### config.mk
export PLATFORM = sky130hd
export DESIGN_NAME = imem_loader
export DESIGN_NICKNAME = d
export VERILOG_FILES = /design/src/rtl/imem_loader.sv
export SDC_FILE = /design/constraint.sdc
export NUM_CORES = 1
export LEC_CHECK = 0
export BUFFER_PORTS_ARGS = -buffer_cell sky130_fd_sc_hd__buf_2
export CORE_MARGIN = 2
export CORE_UTILIZATION = 53
export CTS_CLUSTER_SIZE = 16
export DETAILED_ROUTE_END_ITERATION = 12
export PLACE_DENSITY = 0.76
export REMOVE_ABC_BUFFERS = 1
export SETUP_SLACK_MARGIN = 0.5
export SKIP_LAST_GASP = 1
export SYNTH_ARGS = -nofsm -noshare
export SYNTH_HDL_FRONTEND = slang
export SYNTH_SLANG_ARGS = --single-unit
### constraint.sdc
create_clock -name clk -period 2.3 [get_ports clk]
set_input_delay 0.345 -clock clk [delete_from_list [all_inputs] [get_ports clk]]
set_output_delay 0.345 -clock clk [all_outputs]
set_load 0.005 [all_outputs]
### src/rtl/imem_loader.sv
// Boot-time instruction-memory loader: assembles little-endian words from a byte stream and
// writes them from BASE_ADDR upward. Define IMEM_LOADER_CHECKSUM_EN for the trailing-checksum check.
module imem_loader #(
    parameter int unsigned ADDR_WIDTH = 32,
    parameter int unsigned MEM_DEPTH  = 64,
    parameter int unsigned BASE_ADDR  = 0
) (
    input  logic                  clk,
    input  logic                  reset,
    input  logic                  start,
    input  logic [7:0]            load_len,
    input  logic [7:0]            byte_data,
    input  logic                  byte_valid,
    output logic                  byte_ready,
    output logic                  mem_we,
    output logic [ADDR_WIDTH-1:0] mem_addr,
    output logic [31:0]           mem_wdata,
    output logic                  cpu_hold,
    output logic                  busy,
    output logic                  done,
    output logic                  err
);
    typedef enum logic [1:0] {IDLE, LOAD, WRITE, DONE} state_t;

    localparam int unsigned           AW1       = ADDR_WIDTH + 1;
    localparam logic [ADDR_WIDTH-1:0] BASE      = ADDR_WIDTH'(BASE_ADDR);
    localparam logic [AW1-1:0]        LAST_BYTE = AW1'(MEM_DEPTH - 1);

`ifdef IMEM_LOADER_CHECKSUM_EN
    localparam bit CSUM_EN = 1'b1;
`else
    localparam bit CSUM_EN = 1'b0;
`endif

    state_t     state, state_nxt;
    logic [1:0] byte_cnt;
    logic [7:0] word_cnt;
    logic [7:0] len;
    logic       fire;
    logic       last_byte;
    logic       last_word;
    logic       addr_ovf;
    logic       in_csum;

    assign fire      = byte_ready && byte_valid;
    assign last_byte = fire && (byte_cnt == 2'd3);
    assign last_word = ({1'b0, word_cnt} + 9'd1) == {1'b0, len};
    // Widened by one bit so the end-of-word address cannot wrap past the bound.
    assign addr_ovf  = ({1'b0, mem_addr} + AW1'(3)) > LAST_BYTE;

`ifdef IMEM_LOADER_CHECKSUM_EN
    logic        csum_phase;
    logic [31:0] csum_sum;
    logic [23:0] csum_exp;
    logic        csum_ok;

    assign in_csum = csum_phase;
    // The fourth checksum byte is compared live as it arrives.
    assign csum_ok = (csum_sum == {byte_data, csum_exp});

    always_ff @(posedge clk or negedge reset) begin
        if (!reset) begin
            csum_phase <= 1'b0;
            csum_sum   <= '0;
            csum_exp   <= '0;
        end else if (state == IDLE && start) begin
            csum_phase <= (load_len == 8'd0);
            csum_sum   <= '0;
        end else if (state == WRITE && !addr_ovf) begin
            csum_sum <= csum_sum + mem_wdata;
            if (last_word) csum_phase <= 1'b1;
        end else if (state == LOAD && fire && csum_phase) begin
            case (byte_cnt)
                2'd0:    csum_exp[7:0]   <= byte_data;
                2'd1:    csum_exp[15:8]  <= byte_data;
                2'd2:    csum_exp[23:16] <= byte_data;
                default: ;
            endcase
        end else if (state == DONE) begin
            csum_phase <= 1'b0;
        end
    end
`else
    assign in_csum = 1'b0;
`endif

    always_ff @(posedge clk or negedge reset) begin
        if (!reset) state <= IDLE;
        else        state <= state_nxt;
    end

    always_comb begin
        state_nxt = state;
        unique case (state)
            IDLE: if (start) state_nxt = (load_len == 8'd0 && !CSUM_EN) ? DONE : LOAD;
            LOAD: if (last_byte) state_nxt = in_csum ? DONE : WRITE;
            WRITE: begin
                if (addr_ovf)       state_nxt = DONE;
                else if (last_word) state_nxt = CSUM_EN ? LOAD : DONE;
                else                state_nxt = LOAD;
            end
            DONE:    state_nxt = IDLE;
            default: state_nxt = IDLE;
        endcase
    end

    always_comb begin
        byte_ready = (state == LOAD);
        mem_we     = (state == WRITE) && !addr_ovf;
        busy       = (state == LOAD) || (state == WRITE);
        cpu_hold   = (state == LOAD) || (state == WRITE);
    end

    always_ff @(posedge clk or negedge reset) begin
        if (!reset) begin
            mem_addr  <= BASE;
            mem_wdata <= '0;
            byte_cnt  <= '0;
            word_cnt  <= '0;
            len       <= '0;
            done      <= 1'b0;
            err       <= 1'b0;
        end else begin
            case (state)
                IDLE: if (start) begin
                    len      <= load_len;
                    mem_addr <= BASE;
                    byte_cnt <= '0;
                    word_cnt <= '0;
                    err      <= 1'b0;
                    done     <= (load_len == 8'd0) && !CSUM_EN;
                end
                LOAD: if (fire) begin
                    byte_cnt <= byte_cnt + 2'd1;
                    if (!in_csum) begin
                        case (byte_cnt)
                            2'd0:    mem_wdata[7:0]   <= byte_data;
                            2'd1:    mem_wdata[15:8]  <= byte_data;
                            2'd2:    mem_wdata[23:16] <= byte_data;
                            default: mem_wdata[31:24] <= byte_data;
                        endcase
                    end
`ifdef IMEM_LOADER_CHECKSUM_EN
                    if (last_byte && in_csum) begin
                        done <= csum_ok;
                        err  <= !csum_ok;
                    end
`endif
                end
                WRITE: begin
                    if (addr_ovf) begin
                        err <= 1'b1;
                    end else begin
                        word_cnt <= word_cnt + 8'd1;
                        if (last_word) done <= !CSUM_EN;
                        else           mem_addr <= mem_addr + ADDR_WIDTH'(4);
                    end
                end
                default: ;
            endcase
        end
    end
endmodule

==> run metrics, run 1 <==
multi-input logic area approximately 0.0019 sq mm; Die ar. 0.00790 sq mm; synth-to-layout area growth 34.2%; Starting Density a little under three fifths; number of port buffers just under 90; DRC 0; Flop pwr share roughly 40%; H-tree depth 3; layout cell share with drive strength beyond 1 slightly above 50%; nets@finish roughly 500; Final period util ~90%; Logic pwr share around two fifths; crit path from mem_addr[3]$_DFFE_PN0P_; CP max FO 6; die height 88.9 microns; worst reg2reg startpoint word_cnt[0]$_DFFE_PN0P_; clock share of power between 10% and 20%; Switch Pwr around 1900 uW; Die Wd around 90 microns; PwrDens just over 1000 mW/mm^2; TritonRoute pass-1 iters 4; critical path arrival between 1.5 and 2 ns; clock skew about 0.013 ns; Synth cell types 44; peak supply drop ~0.48 mV; fin crit period around 2.1 ns; Worst EP required roughly 2.0 ns; RSZ-0062 raised after global routing yes; crit end category output port; via count around 3,200; initial drt markers approximately 160; Max clock buf depth 2; Antenna Cells 0; Post-synth EDFFs 0; sequential share of the synthesized area between 50% and 60%; CTS buffer count 9; worst hold path class primary input to flip-flop; P_int 3360 uW; slew margin rel. between 50% and 60%; CTS Root Cell clkbuf_8; WL per Instance ~17 microns; HP Start load_len[1]; Async SR Flop Fraction 100%; vias in the first global route approximately 3,100; main flop type after synthesis dfrtp_1; setup_tns 0 ns; core area ~0.0069 sq mm; status finished, final reports clean; mean area per synthesized cell 11.6 sq um; I/O Pins 90; Crit Path Class flip-flop to output port; Post-Syn Instances 330; Final setup viols 0; final slew viol count 0; vias per inst 5.65; Max Cap Viol 0; GPL Wtd Cong between 0.8 and 0.9; dpl hpwl 6.02 mm; clk slew on worst S/H paths ~0.090 ns; achievable frequency between 400 and 500 MHz; Setup crit start kind flip-flop; Tot GR Track Use 24.5%; worst skew pair latency 0.36 ns; Final Hold Fails 0; Fill cells between 400 and 500; switching share of power between 30% and 40%; pre-CTS setup slack ~0.036 ns; largest net degree at the start of global routing 45; Seq. cell area around 0.0021 sq mm; post-route ant nets 0; FP Rows 30; Lkg Pwr about 0.0026 uW; warnings from Yosys 0; CTS tree built; Slew @ Worst Pin 0.617 ns; clock sinks 84; Cell Area, Synth 0.00382 sq mm; first-pass GRT wire length 14.8 mm; Yosys reg bits 84; Overflow after GRT 0; initial antenna violation count 0; final core utilization between 70% and 80%; Detailed Route WL 9.43 mm; min setup slack post-route around 0.24 ns
worst paths after layout:
path                                              to  slack (ns)  cells past startpoint
setup / recovery                              mem_we        0.24                      6
hold / removal                    len[1]$_DFFE_PN0P_        0.23                      2
setup reg to reg             mem_addr[2]$_DFFE_PN0P_        0.26                      7
hold reg to reg            mem_wdata[31]$_DFFE_PN0P_        0.51                      1
max in group asynchronous  mem_wdata[28]$_DFFE_PN0P_        1.19                      3
min in group asynchronous   mem_addr[16]$_DFFE_PN0P_        0.50                      2
critical path: stages (launching register included):
cell and delay, ns:
dfrtp_1 0.44, ha_1 0.24, nand2_1 0.14, nand3_1 0.20, nand3_4 0.14, nor2_4 0.11, buf_6 0.10
power by group through the flow:
stage	clock network [uW]	logic [uW]	registers [uW]
3_5_place_dp	0	1680	2140
5_1_grt	1080	2350	2160
6_report	988	2160	2120
2_1_floorplan	0	980	2120
4_1_cts	1000	1920	2110
3_3_place_gp	0	1620	2110
what timing repair did:
item,CTS,global route
setup endpoints to repair,54,47
hold buffers,1,0
pin swaps,14,14
cloned,1,0
endpoints found under the hold margin,40,0
gates resized for setup,39,42
setup buffers,20,10
flip-flops by register name (all words and copies together) (netlist names):
| signal | cells |
|---|---|
| mem_wdata | 32 |
| done | 1 |
| mem_addr | 30 |
| byte_cnt | 2 |
| state | 2 |
| len | 8 |
| word_cnt | 8 |
| err | 1 |
layer usage:
metal  wire length [microns]  up-vias  track usage [%]
met3                     540       21             7.18
met2                    4670      110             39.7
met5                       0        -                0
met4                     159        0             7.44
li1                        -     1445                -
met1                    4060     1593             32.0
layout make-up:
type / count / share of cell area (%)
Sequential cell: 84 / 41.2
Inverter: 8 / 0.586
Clock buffer: 9 / 2.42
Multi-Input combinational cell: 229 / 37.0
Clock inverter: 7 / 1.10
Timing Repair Buffer: 128 / 15.3
Tap cell: 96 / 2.35
cells by family after synthesis:
group                      share of synthesized area (%)
AOI/OAI and AO/OA                                   10.5
other                                             0.0983
and+or+nand+nor                                     14.1
adders and majority gates                           3.28
DFF                                                 55.1
muxes                                               12.1
buffers and inverters                               2.26
xor gates and xnor gates                            2.52
layout by cell type (no fill, tap or decap), types with 5 or more instances in the layout:
cell type	netlist	layout
buf_2	0	85
dfrtp_1	84	79
mux2_2	41	40
buf_4	4	35
and2_1	20	19
nor2_1	21	17
nand2_1	21	15
o21ai_0	20	11
clkbuf_8	0	9
nand3_1	9	8
a21oi_1	10	7
ha_1	10	7
xnor2_1	7	6
o21ai_1	1	6
buf_6	0	6
inv_1	7	5
and3_1	6	5
a31oi_1	5	5
dfrtp_2	0	5
synthesized netlist by cell type (all sizes together), types with 2 or more instances:
cell type | instances | area share, %
a211oi | 3 | 0.59
a21oi | 10 | 1.3
a22o | 2 | 0.46
a22oi | 2 | 0.52
a31oi | 5 | 0.82
a32oi | 2 | 0.46
and2 | 20 | 3.3
and3 | 6 | 0.98
buf | 4 | 0.79
clkbuf | 7 | 0.69
dfrtp | 84 | 55
ha | 10 | 3.3
inv | 7 | 0.69
mux2 | 41 | 12
nand2 | 21 | 2.1
nand2b | 2 | 0.33
nand3 | 10 | 1.4
nand4 | 3 | 0.49
nor2 | 21 | 2.1
nor2b | 3 | 0.49
nor3 | 4 | 0.52
nor4 | 8 | 1.3
o211ai | 2 | 0.39
o21ai | 21 | 2.8
o31ai | 5 | 0.98
o32ai | 2 | 0.46
or2 | 2 | 0.33
or3 | 2 | 0.33
xnor2 | 7 | 1.6
xor2 | 4 | 0.92
metrics by stage:
| step | instance area (sq um) | total power, uW | hold WS (ns) | instances |
|---|---|---|---|---|
| after global placement | 4410 | 3730 | 0.358 | 513 |
| final | 5120 | 5260 | 0.232 | 561 |
| after global routing | 5120 | 5590 | 0.228 | 561 |
| after CTS | 4900 | 5040 | 0.217 | 551 |
| after detailed placement | 4410 | 3810 | 0.360 | 513 |
| after floorplan | 3760 | 3100 | 0.0494 | 320 |
(Power assumes the default switching activity.)
==> run 2, diff against run 1 <==
--- a/config.mk
+++ b/config.mk
@@ -6,8 +6,10 @@
 export NUM_CORES = 1
 export LEC_CHECK = 0
 export BUFFER_PORTS_ARGS = -buffer_cell sky130_fd_sc_hd__buf_2
+export CELL_PAD_IN_SITES_DETAIL_PLACEMENT = 2
+export CELL_PAD_IN_SITES_GLOBAL_PLACEMENT = 2
 export CORE_MARGIN = 2
-export CORE_UTILIZATION = 53
+export CORE_UTILIZATION = 34
 export CTS_CLUSTER_SIZE = 16
 export DETAILED_ROUTE_END_ITERATION = 12
 export PLACE_DENSITY = 0.76
==> run metrics, run 2 (synthesis gave the netlist of run 1 again) <==
clk slew on worst S/H paths approximately 0.1 ns; DRC 0; Lkg Pwr around 0.0025 uW; setup_tns 0 ns; via count 3,175; Fill cells roughly 1,100; commonest non-fill, non-tap cells in the layout 86 x buf_2, 78 x dfrtp_1, 41 x mux2_2, 29 x buf_4, 19 x and2_1; Worst EP required 1.96 ns; die height about 110 microns; peak supply drop roughly 0.37 mV; nets@finish 482; achievable frequency 483 MHz; CTS Root Cell clkbuf_8; Final Hold Fails 2; Final period util between 90 and 100%; FP Rows 38; worst hold path class primary input to asynchronous set/reset pin; clock skew ~0.018 ns; Setup crit start kind flip-flop; clock share of power between 10% and 20%; Max Cap Viol 0; clock sinks 84; I/O Pins 90; commonest non-fill, non-tap cell in the layout buf_2; Antenna Cells 0; Top reg by flops mem_wdata; PwrDens approximately 1000 mW/mm^2; fin cells about 600; r2r setup slk approximately 0.28 ns; top flop regs mem_wdata x32, mem_addr x30; DP Area between 0.004 and 0.005 sq mm; Overflow after GRT 0; multi-input logic area ~0.0019 sq mm; CTS buffer count 9; cell count after placement around 560; WL per Instance approximately 21 microns; H-tree depth 3; switching share of power between 30% and 40%; slew margin rel. about three fifths; GPL Wtd Cong 0.762; hold buffer count at CTS 0; Crit Path Class flip-flop to output port; Post-Layout Inst Area 0.00512 sq mm; initial antenna violation count 0; RSZ-0062 raised after global routing yes; initial drt markers 77; violated checks negative hold slack; Overall Power about 5300 uW; post-route ant nets 0; min setup slack post-route between 0.2 and 0.25 ns; core area between 0.01 and 0.015 sq mm; layout cell share with drive strength beyond 1 50.8%; Detailed Route WL 12.2 mm; Starting Density between 30% and 40%; crit end category output port; first-pass GRT wire length around 19 mm; Final setup viols 0; dpl hpwl roughly 8 mm; fin crit period roughly 2.1 ns; Switch Pwr approximately 1900 uW; CP max FO 7; vias in the first global route between 3,000 and 4,000; P_int approximately 3400 uW; final slew viol count 0; TritonRoute pass-1 iters 4; worst skew pair latency 0.37 ns; Flop pwr share between 40% and 50%; Die ar. about 0.012 sq mm; synth-to-layout area growth 34.2%; Logic pwr share between 30% and 40%; largest net degree at the start of global routing between 40 and 50; CTS tree built; vias per inst 5.32; number of port buffers 87; Seq. cell area 0.00211 sq mm; max reg flops 32; Hold Worst Slack -0.00129 ns; Max clock buf depth 2; Slew @ Worst Pin around 0.63 ns; Tot GR Track Use roughly 20%; critical path arrival 1.73 ns; status finished with violations; Die Wd about 110 microns; pre-CTS setup slack between 0.07 and 0.08 ns
[run 2: cell count changes in the layout (fill, tap and decap cells not counted), moves of 3 or more]
cell      before  now
buf_4         35   29
nor2_2         3    0
clkbuf_8       9   12
inv_6          4    1
[run 2: power by group through the flow]
stage          clock network (uW)  logic (uW)  registers (uW)
4_1_cts                      1070        1960            2140
6_report                     1060        2100            2140
3_5_place_dp                    0        1800            2160
2_1_floorplan                   0         980            2120
5_1_grt                      1140        2320            2200
3_3_place_gp                    0        1690            2130
[run 2: layer usage]
layer | track usage [%] | up-vias | part of all wire (%)
li1 | - | 1422 | -
met1 | 25.9 | 1661 | 43
met2 | 35.2 | 79 | 52
met5 | 0 | - | 0
met4 | 7.59 | 0 | 1.4
met3 | 2.96 | 13 | 4.0
[run 2: cell type report]
cell class | count | share of cell area, %
sequential | 84 | 41.2
multi-input combinational | 228 | 36.8
timing repair buffer | 121 | 14.1
tap | 140 | 3.42
clock buffer | 12 | 3.22
clock inverter | 4 | 0.611
inverter | 8 | 0.586
[run 2: critical path, cell delays in order, from the launching register on]
cell and delay, ns:
dfrtp_1 0.40, inv_2 0.12, ha_4 0.15, buf_4 0.12, clkinv_1 0.13, buf_4 0.21
nor2_4 0.11, buf_2 0.11
[run 2: what timing repair did]
item                       CTS  global route
pin swaps                   13             5
setup endpoints to repair   24            57
setup buffers               16             3
resized for setup           43            35
[run 2: worst paths after layout]
check                                             to                       from  depth (start not counted)
max in group asynchronous    word_cnt[0]$_DFFE_PN0P_                      reset                          2
min in group clk                  len[2]$_DFFE_PN0P_                load_len[2]                          2
hold reg to reg            mem_wdata[10]$_DFFE_PN0P_  mem_wdata[10]$_DFFE_PN0P_                          1
setup reg to reg             mem_addr[2]$_DFFE_PN0P_   mem_addr[16]$_DFFE_PN0P_                          9
setup / recovery                              mem_we       state[0]$_DFFE_PN0P_                          7
hold / removal              mem_addr[22]$_DFFE_PN0P_                      reset                          1
[run 2: metrics by stage]
step / hold WS [ns] / util (%)
after floorplan: 0.0494 / -
after global placement: 0.395 / 41.3
after detailed placement: 0.396 / 41.3
after CTS: 0.00144 / 45.7
after global routing: 0.0249 / 47.0
final: -0.00129 / 47.0
